===== config.mk =====
export PLATFORM = sky130hd
export DESIGN_NAME = serial_add_ctrl
export DESIGN_NICKNAME = d
export VERILOG_FILES = /design/src/rtl/serial_add_ctrl.sv
export SDC_FILE = /design/constraint.sdc
export NUM_CORES = 1
export LEC_CHECK = 0
export CORE_ASPECT_RATIO = 0.5
export CORE_MARGIN = 1.5
export CORE_UTILIZATION = 54
export CTS_BUF_LIST = sky130_fd_sc_hd__clkbuf_4
export DETAILED_ROUTE_END_ITERATION = 8
export PLACE_DENSITY_LB_ADDON = 0.3
export SLEW_MARGIN = 20
export SYNTH_ARGS = -nofsm -noshare
export SYNTH_HDL_FRONTEND = slang
export SYNTH_SLANG_ARGS = --single-unit

===== constraint.sdc =====
create_clock -name clk -period 1.9 [get_ports clk]
set_clock_uncertainty 0.1 [all_clocks]
set_input_delay 0.285 -clock clk [delete_from_list [all_inputs] [get_ports clk]]
set_output_delay 0.285 -clock clk [all_outputs]
set_load 0.005 [all_outputs]

===== src/rtl/serial_add_ctrl.sv =====
// Bit-serial ripple adder: accepts WIDTH-bit operands, adds one bit per clock from the LSB,
// and presents the registered sum/carry. Define SERIAL_ADD_OVF_EN to add the ovf output.
module serial_add_ctrl #(
    parameter int WIDTH = 8
) (
    input  logic             clk,
    input  logic             rst,
    input  logic             in_valid,
    output logic             in_ready,
    input  logic [WIDTH-1:0] a,
    input  logic [WIDTH-1:0] b,
    input  logic             cin,
    output logic             out_valid,
    input  logic             out_ready,
    output logic [WIDTH-1:0] sum,
    output logic             cout,
    output logic             busy
`ifdef SERIAL_ADD_OVF_EN
    ,
    output logic             ovf
`endif
);

    localparam int CW = $clog2(WIDTH);
    localparam logic [CW-1:0] LAST_BIT = CW'(WIDTH - 1);

    typedef enum logic [1:0] {
        ST_IDLE = 2'd0,
        ST_RUN  = 2'd1,
        ST_DONE = 2'd2
    } state_t;

    state_t           state_q,     state_d;
    logic [WIDTH-1:0] a_sh_q,      a_sh_d;
    logic [WIDTH-1:0] b_sh_q,      b_sh_d;
    logic [WIDTH-1:0] res_q,       res_d;
    logic [WIDTH-1:0] sum_q,       sum_d;
    logic [CW-1:0]    cnt_q,       cnt_d;
    logic             carry_q,     carry_d;
    logic             cout_q,      cout_d;
    logic             in_ready_q,  in_ready_d;
    logic             out_valid_q, out_valid_d;
    logic             busy_q,      busy_d;
    logic [1:0]       fa_s;
`ifdef SERIAL_ADD_OVF_EN
    logic             ovf_q,       ovf_d;
`endif

    // Returns {carry_out, sum_bit} of a single full adder.
    function automatic logic [1:0] full_add(input logic x, input logic y, input logic c);
        logic s;
        logic co;
        s  = x ^ y ^ c;
        co = (x & y) | (c & x) | (c & y);
        return {co, s};
    endfunction

    // Next-state, datapath and handshake-flag computation.
    always_comb begin
        state_d  = state_q;
        a_sh_d   = a_sh_q;
        b_sh_d   = b_sh_q;
        res_d    = res_q;
        sum_d    = sum_q;
        cnt_d    = cnt_q;
        carry_d  = carry_q;
        cout_d   = cout_q;
`ifdef SERIAL_ADD_OVF_EN
        ovf_d    = ovf_q;
`endif
        fa_s     = full_add(a_sh_q[0], b_sh_q[0], carry_q);

        case (state_q)
            ST_IDLE: begin
                if (in_valid && in_ready_q) begin
                    a_sh_d  = a;
                    b_sh_d  = b;
                    carry_d = cin;
                    cnt_d   = {CW{1'b0}};
                    state_d = ST_RUN;
                end else begin
                    state_d = ST_IDLE;
                end
            end
            ST_RUN: begin
                a_sh_d  = {1'b0, a_sh_q[WIDTH-1:1]};
                b_sh_d  = {1'b0, b_sh_q[WIDTH-1:1]};
                carry_d = fa_s[1];
                res_d   = {fa_s[0], res_q[WIDTH-1:1]};
                if (cnt_q == LAST_BIT) begin
                    // Final bit: publish the result; the counter holds rather than wrapping.
                    state_d = ST_DONE;
                    sum_d   = {fa_s[0], res_q[WIDTH-1:1]};
                    cout_d  = fa_s[1];
`ifdef SERIAL_ADD_OVF_EN
                    ovf_d   = carry_q ^ fa_s[1];
`endif
                end else begin
                    cnt_d   = cnt_q + CW'(1);
                end
            end
            ST_DONE: begin
                if (out_ready) begin
                    state_d = ST_IDLE;
                end else begin
                    state_d = ST_DONE;
                end
            end
            default: begin
                state_d = ST_IDLE;
            end
        endcase

        in_ready_d  = (state_d == ST_IDLE);
        out_valid_d = (state_d == ST_DONE);
        busy_d      = (state_d != ST_IDLE);
    end

    // State and output registers; in_ready stays low until the first edge after reset release.
    always_ff @(posedge clk or negedge rst) begin
        if (!rst) begin
            state_q     <= ST_IDLE;
            a_sh_q      <= {WIDTH{1'b0}};
            b_sh_q      <= {WIDTH{1'b0}};
            res_q       <= {WIDTH{1'b0}};
            sum_q       <= {WIDTH{1'b0}};
            cnt_q       <= {CW{1'b0}};
            carry_q     <= 1'b0;
            cout_q      <= 1'b0;
            in_ready_q  <= 1'b0;
            out_valid_q <= 1'b0;
            busy_q      <= 1'b0;
`ifdef SERIAL_ADD_OVF_EN
            ovf_q       <= 1'b0;
`endif
        end else begin
            state_q     <= state_d;
            a_sh_q      <= a_sh_d;
            b_sh_q      <= b_sh_d;
            res_q       <= res_d;
            sum_q       <= sum_d;
            cnt_q       <= cnt_d;
            carry_q     <= carry_d;
            cout_q      <= cout_d;
            in_ready_q  <= in_ready_d;
            out_valid_q <= out_valid_d;
            busy_q      <= busy_d;
`ifdef SERIAL_ADD_OVF_EN
            ovf_q       <= ovf_d;
`endif
        end
    end

    assign in_ready  = in_ready_q;
    assign out_valid = out_valid_q;
    assign busy      = busy_q;
    assign sum       = sum_q;
    assign cout      = cout_q;
`ifdef SERIAL_ADD_OVF_EN
    assign ovf       = ovf_q;
`endif

endmodule


Word-level counts from Yosys, hierarchy flattened. Cells that the tools add are included.

Logic and storage cells: 46. Bits in registers: 42.

Reduce and logical (&&, ||, !) cells: 8. Equality and inequality tests: 6. Mux-type cells: 13. $add $sub $neg: 1. Bitwise operators: 7.

Operators with widths (count): $pmux 8 s2 (2); $mux 8 (2); $mux 3 (2); $pmux 2 s3 (1); $pmux 3 s2 (1); $eq 2x2->1 const B (2); $logic_not 2->1 (2); $mux 2 (2); $ne 2x2->1 const B (2); $reduce_and 2->1 (2); $reduce_bool 2->1 (2); $add 3x1->3 const B (1); $and 1x1->1 (3); $eq 3x3->1 const B (1); $reduce_and 3->1 (1); $eq 2x1->1 const B (1); $mux 1 (2); $or 1x1->1 (2); $pmux 1 s2 (1); $xor 1x1->1 (2); $logic_and 1x1->1 (1).

Logic depth before layout (Yosys ltp). Gate-level depths: netlist of the first run.

Depth in word-level cells: 4. Depth in mapped cells: 5. Gate-level depth less buffers: 5.

Worst setup path after synthesis of the first run. Ideal clock, no wire load.

Path type: register to register. From: register cnt_q[0]. To: register cout_q (netlist: cout). Cell stages (with the launch flop): 6. Period minus slack after synthesis: 1607 ps. Setup time: 125 ps. Arrival: 1382 ps. Required time: 1675 ps. Path slack: 293 ps. Path through: dfrtp_1 ha_1 ha_1 nand3b_1 buf_6 mux2_4.

Longest elaborated chain between the ends: 2.

RTL lines: start: declaration (RTL line 38) `logic [CW-1:0] cnt_q, cnt_d;`; start signal: assignment (RTL line 127) `cnt_q <= {CW{1'b0}};`; start signal: assignment (RTL line 142) `cnt_q <= cnt_d;`; $eq 3x3->1 (RTL line 90) `if (cnt_q == LAST_BIT) begin`; $reduce_and 2->1 (no source line); end signal: assignment (RTL line 144) `cout_q <= cout_d;`; end: declaration (RTL line 40) `logic cout_q, cout_d;`.

No other way between the ends. A chain may end at the register's enable or synchronous reset.

Final worst setup path of the first run.
From: register cnt_q[0]. To: register sum_q[0] (netlist: sum[0]).

Longest elaborated chain between the ends: 2.

RTL lines: $eq 3x3->1 (RTL line 90); $reduce_and 2->1 (no source line); end signal: assignment (RTL line 126) `sum_q <= {WIDTH{1'b0}};`; end signal: assignment (RTL line 141) `sum_q <= sum_d;`; end: declaration (RTL line 37) `logic [WIDTH-1:0] sum_q, sum_d;`.

No other way between the ends.

==> results of run 1 <==
-- worst paths after layout --
check | from | to | slack [ns]
worst min register to register | b_sh_q[5] | b_sh_q[5] | 0.41
max in group asynchronous | rst | a_sh_q[2] | 0.94
worst min-delay path | rst | sum[1] | 0.41
worst max-delay path | cnt_q[0] | sum[0] | 0.18
worst max register to register | cnt_q[0] | sum[0] | 0.18
min in group clk | b_sh_q[5] | b_sh_q[5] | 0.41
-- final cells by class --
type                       count  area share, %
clock buffer                   5          1.587
clock inverter                 3          1.746
multi-input combinational     92          33.07
sequential                    41          43.39
tap                           48          2.540
timing repair buffer          42          17.67
-- synth_stat cells --
| cell | n |
|---|---|
| a21oi_1 | 2 |
| a22o_1 | 5 |
| a22oi_1 | 15 |
| and2_1 | 2 |
| and4b_1 | 2 |
| buf_2 | 6 |
| buf_4 | 3 |
| buf_6 | 3 |
| dfrtp_1 | 41 |
| fa_1 | 1 |
| ha_1 | 2 |
| mux2_2 | 10 |
| mux2_4 | 8 |
| nand2_1 | 7 |
| nand2b_1 | 1 |
| nand3b_1 | 1 |
| nor2_1 | 3 |
| nor2b_1 | 15 |
| o21ai_0 | 2 |
| o21bai_4 | 1 |
| o2bb2ai_1 | 15 |
-- worst max-delay path: cells and delay by family (launching register included) --
kind	cells	cell delay, ns
DFF	1	0.43
muxes	1	0.33
adders and majority gates	2	0.45
and+or+nand+nor	1	0.16
buffers and inverters	1	0.16
-- power by group --
part / switching [µW] / leakage (µW) / total, µW / internal, µW
clock: 279 / 0.0000389 / 551 / 272
combinational: 620 / 0.000484 / 1490 / 870
sequential: 228 / 0.000531 / 1450 / 1220
-- stage by stage --
step / setup WS [ns] / std cells / power, µW / hold slack, ns
floorplan: 0.2926 / 145 / 2456 / -0.1106
global placement: 0.2448 / 222 / 2875 / 0.2692
detailed placement: 0.1938 / 222 / 2960 / 0.2687
CTS: 0.1701 / 231 / 3517 / 0.4082
global route: 0.1035 / 231 / 3730 / 0.4180
finish: 0.1766 / 231 / 3488 / 0.4059
-- sequential cells by signal (all words and copies together) (netlist names) --
register   flops
sum            8
out_valid      1
state_q        2
carry_q        1
busy           1
b_sh_q         8
res_q          7
cnt_q          3
a_sh_q         8
cout           1
in_ready       1
-- layer usage --
| layer | vias up | global-route usage (%) | share of wire, % |
|---|---|---|---|
| met5 | - | 0 | 0 |
| met4 | 0 | 8.387 | 1.7 |
| met3 | 6 | 7.495 | 5.0 |
| met2 | 39 | 31.09 | 46 |
| met1 | 607 | 26.78 | 47 |
| li1 | 608 | - | - |
-- cells by family after synthesis --
| logic type | after synthesis | share of synthesized area (%) |
|---|---|---|
| multiplexers | 18 | 12.29 |
| adder cells (fa/ha/maj) | 3 | 2.378 |
| AO/OA/AOI/OAI | 40 | 17.24 |
| AND/OR/NAND/NOR | 31 | 9.380 |
| flip-flops | 41 | 54.16 |
| buffers and inverters | 12 | 4.557 |
==> results.py, run 1 <==
metrics = {
    "synthesis": {
        "synth_seq_cells": 41,
        "synth_area_mm2": 0.001894,
        "synthCells": 145,
        "ys_types": 21,
        "syn_nets": 169,
        "synth.area.top_cells": "dfrtp_1 54%, o2bb2ai_1 6.9%, mux2_4 6.3%",
        "syn_area_per_cell_um2": 13.06,
        "synth_top_cell_by_area": "dfrtp_1",
        "synth_top_area_share_pct": 54.16,
        "yosysWarnings": 0,
        "yosysSeqAreaShare_pct": 54.16,
    },
    "status": {
        "status": "complete, no violations",
    },
    "clocking": {
        "postCtsSetupRepairBufs": 0,
        "cts-root-buf": "clkbuf_4",
        "post_cts_resized": 0,
        "cts_tree": "done",
        "clkSlewWorstSetupHoldPaths_ns": 0.12,
        "numCtsBuffers": 5,
        "hold_buffers": 1,
        "clkSinkCount": 41,
        "cts_buffer_depth": 2,
        "htreeDepth": 2,
        "insertion_delay_ns": 0.35,
    },
    "layout": {
        "finalNetCount": 206,
        "final_util_pct": 74.59,
        "antennaDiodeCount": 0,
        "final_cell_mix": "41 x dfrtp_1, 31 x clkdlybuf4s50_1, 15 x nor2b_1, 15 x a22oi_1, 15 x o2bb2ai_1",
        "seq_area_mm2": 0.001026,
        "syn_to_final_growth_pct": 24.83,
        "final_area_mm2": 0.002365,
        "final_common_cell": "dfrtp_1",
        "final.fill_count": 220,
        "multi_input_area_um2": 782.0,
        "drive_above_1_share_pct": 19.67,
    },
    "floorplanning": {
        "io_pins": 33,
        "die_area_mm2": 0.003894,
        "start_util_pct": 59.75,
        "die_w_um": 86.76,
        "die-height_um": 44.88,
        "rows": 14,
        "coreArea_mm2": 0.003171,
    },
    "setup_path": {
        "crit_slowest_cell": "dfrtp_1",
        "crit_fanout": 11,
        "path_class": "register to register",
        "crit_path_cell_trace": "ha_1, ha_1, nand3b_1, buf_12, mux2_2",
        "cp.required_ns": 2.04,
        "arrival_ns": 1.87,
        "worst_setup_path_end_kind": "register",
        "max_stage_delay_ns": 0.43,
        "start_kind": "register",
        "crit_path_frequent_cell": "ha_1",
        "reg2regPathDepth": 5,
    },
    "placed_design": {
        "dpl-instance-area_mm2": 0.002276,
        "dp_hpwl_um": 2322,
        "io_buffers": 32,
        "gp_congestion": 0.7593,
    },
    "grt": {
        "overflow": 0,
        "grt_max_degree": 42,
        "grt_pass1_vias": 1136,
        "track_usage_pct": 20.31,
        "grt_pass1_wl_um": 5664,
        "antenna_found_initial": 0,
    },
    "power": {
        "leakage_uw": 0.001053,
        "power-per-cell-area_mw_per_mm2": 1475,
        "peakVddDrop_mv": 0.5571,
    },
    "sta": {
        "maxSlewHeadroom_pct": 66.55,
        "hold_violations": 0,
        "fin_setup_tns_ns": 0,
        "period_needed_ns": 1.723,
        "period_share_pct": 90.71,
        "rsz0062_at_grt": "false",
        "worst_pin_slew_ns": 0.5018,
        "finalMaxSlewViolations": 0,
        "finalSetupViolCount": 0,
        "fmax_mhz": 580.2,
    },
    "routing": {
        "wire_per_inst_um": 14.50,
        "drt_iter0_drc": 55,
        "detail-route-antenna-nets": 0,
        "vias": 1260,
        "first_pass_iters": 5,
        "wirelength_um": 3350,
        "vias_per_cell": 5.455,
        "post-route-drc-count": 0,
    },
    "hold_path": {
        "hold_path.class": "input port to asynchronous set/reset pin",
    },
    "job": {
        "maxCapViolCount": 0,
    },
}
Note: power is estimated with default switching activity, not from simulation.
==> run 2, diff against run 1 <==
--- a/config.mk
+++ b/config.mk
@@ -10,7 +10,7 @@
 export CORE_UTILIZATION = 54
 export CTS_BUF_LIST = sky130_fd_sc_hd__clkbuf_4
 export DETAILED_ROUTE_END_ITERATION = 8
-export PLACE_DENSITY_LB_ADDON = 0.3
+export PLACE_DENSITY = 0.85
 export SLEW_MARGIN = 20
 export SYNTH_ARGS = -nofsm -noshare
 export SYNTH_HDL_FRONTEND = slang
==> results.py, run 2 (synthesized netlist as in run 1, its figures left out) <==
metrics = {
    "status": {
        "status": "complete, no violations",
    },
    "clocking": {
        "cts-root-buf": "clkbuf_4",
        "htreeDepth": 2,
        "post_cts_resized": 0,
        "insertion_delay_ns": 0.35,
        "cts_buffer_depth": 2,
        "clkSlewWorstSetupHoldPaths_ns": 0.12,
        "cts_tree": "done",
        "numCtsBuffers": 5,
        "clkSinkCount": 41,
    },
    "routing": {
        "post-route-drc-count": 0,
        "drt_iter0_drc": 36,
        "vias_per_cell": 5.552,
        "detail-route-antenna-nets": 0,
        "wirelength_um": 3573,
        "vias": 1288,
        "first_pass_iters": 4,
        "wire_per_inst_um": 15.40,
    },
    "layout": {
        "final_common_cell": "dfrtp_1",
        "stdcell_count": 232,
        "final.fill_count": 223,
        "drive_above_1_share_pct": 20.65,
        "finalNetCount": 207,
        "antennaDiodeCount": 0,
        "final_cell_mix": "41 x dfrtp_1, 31 x clkdlybuf4s50_1, 15 x nor2b_1, 15 x a22oi_1, 15 x o2bb2ai_1",
        "syn_to_final_growth_pct": 23.98,
    },
    "power": {
        "leakage_uw": 0.001050,
        "peakVddDrop_mv": 0.5398,
        "power-per-cell-area_mw_per_mm2": 1442,
    },
    "sta": {
        "rsz0062_at_grt": "false",
        "finalMaxSlewViolations": 0,
        "fin_setup_tns_ns": 0,
        "period_share_pct": 93.06,
        "fin_ws_ns": 0.1318,
        "worst_pin_slew_ns": 0.4545,
        "fmax_mhz": 565.6,
        "period_needed_ns": 1.768,
        "hold_violations": 0,
        "maxSlewHeadroom_pct": 69.70,
        "finalSetupViolCount": 0,
    },
    "grt": {
        "grt_max_degree": 24,
        "track_usage_pct": 22.00,
        "grt_pass1_vias": 1201,
        "overflow": 0,
        "grt_pass1_wl_um": 6078,
        "antenna_found_initial": 0,
    },
    "setup_path": {
        "worstReg2RegEnd": "sum[5]",
        "crit_slowest_cell": "dfrtp_1",
        "r2r_slack_ns": 0.13,
        "path_class": "register to register",
        "rr_startpoint": "cnt_q[0]",
        "crit_path_cell_trace": "ha_1, ha_1, nand3b_1, buf_4, mux2_4",
        "cp.required_ns": 2.05,
        "arrival_ns": 1.92,
        "critPathLaunch": "cnt_q[0]",
        "crit_fanout": 6,
        "start_kind": "register",
        "max_stage_delay_ns": 0.42,
        "crit_path_frequent_cell": "ha_1",
        "reg2regPathDepth": 5,
        "worst_setup_path_end_kind": "register",
    },
    "placed_design": {
        "io_buffers": 32,
        "gp_congestion": 0.7617,
        "post-place-ws_ns": 0.08608,
        "dp_hpwl_um": 2461,
        "dp.cells": 221,
    },
    "hold_path": {
        "hold_path.class": "input port to asynchronous set/reset pin",
    },
    "floorplanning": {
        "die_area_mm2": 0.003894,
        "io_pins": 33,
        "rows": 14,
        "start_util_pct": 59.75,
        "die_w_um": 86.76,
        "coreArea_mm2": 0.003171,
        "die-height_um": 44.88,
    },
    "job": {
        "maxCapViolCount": 0,
    },
}
## run 2: cell count changes in the layout (fill, tap and decap cells not counted), sizes merged
cell / delta
clkinv: +1
clkinvlp: -1
clkbuf: +1
bufinv: -1
buf: +1
## run 2: timing repair
item	4_1_cts	5_1_grt
endpoints found under the setup margin	0	5
setup buffers	0	2
hold buffers	1	0
endpoints found under the hold margin	18	0
## run 2: critical path, delay by kind of cell, from the launching register on
family / cells / cell delay (ns)
multiplexers: 1 / 0.30
adder cells (fa/ha/maj): 2 / 0.45
buffers and inverters: 1 / 0.20
flip-flops: 1 / 0.42
AND/OR/NAND/NOR: 1 / 0.20
## run 2: worst max-delay path by stage
stage / end / slack, ns
6_report: sum[5] / 0.13
4_1_cts: sum[2] / 0.07
2_1_floorplan: cout / 0.29
3_5_place_dp: sum[2] / 0.09
3_3_place_gp: sum[5] / 0.18
5_1_grt: sum[5] / 0.06
## run 2: where the power goes
group          switching, µW  internal, µW
Clock                    286           155
Combinational            632           867
Sequential               229          1220
## run 2: layout make-up
cell class / count / area [µm²] / area share [%]
sequential: 41 / 1026 / 43.69
clock buffer: 6 / 45.04 / 1.918
tap: 48 / 60.06 / 2.557
timing repair buffer: 43 / 425.4 / 18.11
multi-input combinational: 92 / 782.0 / 33.30
clock inverter: 2 / 10.01 / 0.4262
## run 2: per-layer routing
metal	vias up	routed length (µm)	track usage (%)
li1	612	-	-
met1	628	1664	29.54
met2	42	1668	32.66
met3	6	174	6.764
met4	0	65	12.26
met5	-	0	0
## run 2: per-stage QoR
stage | power, µW | util, % | hold slack [ns] | cell area (µm²)
after global routing | 3618 | 74.07 | 0.3077 | 2349
after floorplan | 2456 | - | -0.1106 | 1894
final | 3387 | 74.07 | 0.3021 | 2349
after CTS | 3392 | 73.60 | 0.3033 | 2333
after global placement | 2864 | 71.55 | 0.1498 | 2268
after detailed placement | 2957 | 71.55 | 0.1600 | 2268
==> run 3, diff against run 2 <==
--- a/config.mk
+++ b/config.mk
@@ -7,10 +7,10 @@
 export LEC_CHECK = 0
 export CORE_ASPECT_RATIO = 0.5
 export CORE_MARGIN = 1.5
-export CORE_UTILIZATION = 54
+export CORE_UTILIZATION = 55
 export CTS_BUF_LIST = sky130_fd_sc_hd__clkbuf_4
 export DETAILED_ROUTE_END_ITERATION = 8
-export PLACE_DENSITY = 0.85
+export PLACE_DENSITY = 0.87
 export SLEW_MARGIN = 20
 export SYNTH_ARGS = -nofsm -noshare
 export SYNTH_HDL_FRONTEND = slang
==> constraint.sdc (replaced) <==
create_clock -name clk -period 2.04 [get_ports clk]
set_clock_uncertainty 0.1 [all_clocks]
set_input_delay 0.306 -clock clk [delete_from_list [all_inputs] [get_ports clk]]
set_output_delay 0.306 -clock clk [all_outputs]
set_load 0.005 [all_outputs]
==> results.py, run 3 (synthesized netlist as in run 1, its figures left out) <==
metrics = {
    "power": {
        "power-per-cell-area_mw_per_mm2": 1381,
        "peakVddDrop_mv": 0.5920,
        "leakage_uw": 0.001035,
        "finalPower_uw": 3203,
    },
    "floorplanning": {
        "rows": 14,
        "die_w_um": 86.00,
        "io_pins": 33,
        "die-height_um": 44.50,
        "die_area_mm2": 0.003827,
        "start_util_pct": 60.42,
        "coreArea_mm2": 0.003136,
    },
    "grt": {
        "track_usage_pct": 20.81,
        "antenna_found_initial": 0,
        "overflow": 0,
        "grt_max_degree": 42,
        "grt_pass1_vias": 1196,
        "grt_pass1_wl_um": 5816,
    },
    "clocking": {
        "numCtsBuffers": 5,
        "insertion_delay_ns": 0.36,
        "clkSinkCount": 41,
        "postCtsSetupRepairBufs": 0,
        "clkSlewWorstSetupHoldPaths_ns": 0.12,
        "cts_tree": "done",
        "post_cts_resized": 0,
        "cts_buffer_depth": 2,
        "htreeDepth": 2,
        "cts-root-buf": "clkbuf_4",
    },
    "sta": {
        "worst_pin_slew_ns": 0.5024,
        "rsz0062_at_grt": "false",
        "period_share_pct": 87.18,
        "fin_setup_tns_ns": 0,
        "period_needed_ns": 1.778,
        "fin_ws_ns": 0.2616,
        "fmax_mhz": 562.3,
        "maxSlewHeadroom_pct": 66.51,
        "finalMaxSlewViolations": 0,
        "hold_violations": 0,
        "finalSetupViolCount": 0,
    },
    "layout": {
        "finalNetCount": 204,
        "antennaDiodeCount": 0,
        "drive_above_1_share_pct": 19.34,
        "final.fill_count": 211,
        "syn_to_final_growth_pct": 22.46,
        "final_common_cell": "dfrtp_1",
        "final_util_pct": 73.98,
        "final_cell_mix": "41 x dfrtp_1, 31 x clkdlybuf4s50_1, 15 x nor2b_1, 15 x a22oi_1, 15 x o2bb2ai_1",
        "final_area_mm2": 0.002320,
    },
    "setup_path": {
        "arrival_ns": 1.93,
        "cp.required_ns": 2.19,
        "crit_fanout": 11,
        "start_kind": "register",
        "reg2regPathDepth": 5,
        "r2r_slack_ns": 0.26,
        "path_class": "register to register",
        "rr_startpoint": "cnt_q[0]",
        "worstReg2RegEnd": "sum[0]",
        "worst_setup_path_end_kind": "register",
    },
    "placed_design": {
        "dp_hpwl_um": 2394,
        "io_buffers": 32,
        "gp_congestion": 0.7777,
        "dpl-instance-area_mm2": 0.002226,
        "post-place-ws_ns": 0.2368,
    },
    "routing": {
        "post-route-drc-count": 0,
        "vias_per_cell": 5.670,
        "wirelength_um": 3495,
        "detail-route-antenna-nets": 0,
        "drt_iter0_drc": 36,
        "wire_per_inst_um": 15.81,
        "first_pass_iters": 4,
        "vias": 1253,
    },
    "hold_path": {
        "hp-start": "a_sh_q[2]",
        "hold_depth": 1,
        "hold_path.class": "register to register",
        "whs_endpoint": "a_sh_q[2]",
    },
    "job": {
        "maxCapViolCount": 0,
    },
    "status": {
        "status": "complete, no violations",
    },
}
[run 3: cell count changes in the layout (fill, tap and decap cells not counted), sizes merged]
| cell | before | now |
|---|---|---|
| buf | 11 | 8 |
| bufinv | 0 | 1 |
| clkbuf | 6 | 5 |
| clkinvlp | 0 | 1 |
| clkinv | 2 | 1 |
[run 3: where the power goes]
group | internal (µW) | switching [µW]
Sequential | 1130 | 235
Clock | 259 | 277
Combinational | 753 | 545
Total | 2150 | 1060
[run 3: critical path, cell delays in order (launching register included)]
cell,delay [ns]
dfrtp_1,0.42
ha_1,0.21
ha_1,0.25
nand3b_1,0.11
buf_4,0.23
mux2_2,0.35
[run 3: timing repair]
item | CTS | global route
hold endpoints to repair | 41 | 0
endpoints found under the setup margin | 0 | 0
hold buffers | 1 | 0
[run 3: worst max path at each step]
stage                        start        to  slack (ns)
after global routing      cnt_q[0]    sum[0]        0.22
final                     cnt_q[0]    sum[0]        0.26
after global placement    in_valid  cnt_q[1]        0.32
after floorplan           cnt_q[0]      cout        0.43
after detailed placement  in_valid  cnt_q[2]        0.24
after CTS                 cnt_q[0]    sum[0]        0.27
[run 3: per-layer routing]
metal	vias up	global-route usage (%)	wire, µm
met4	0	10.00	76
met5	-	0	0
met1	612	26.27	1609
li1	602	-	-
met2	33	34.17	1659
met3	6	5.784	149
[run 3: layout make-up]
class                   instances  area [µm²]  area share, %
repair buffers                 40       377.9          16.29
flip-flops and latches         41        1026          44.23
clock buffers                   5       37.54          1.618
multi-input cells              92       782.0          33.71
clock inverters                 3       46.29          1.996
well taps                      40       50.05          2.158
[run 3: stage by stage]
step / instances / hold slack, ns
floorplan: 145 / -0.08959
global placement: 212 / 0.2882
detailed placement: 212 / 0.2907
CTS: 221 / 0.4096
global route: 221 / 0.4204
finish: 221 / 0.4077
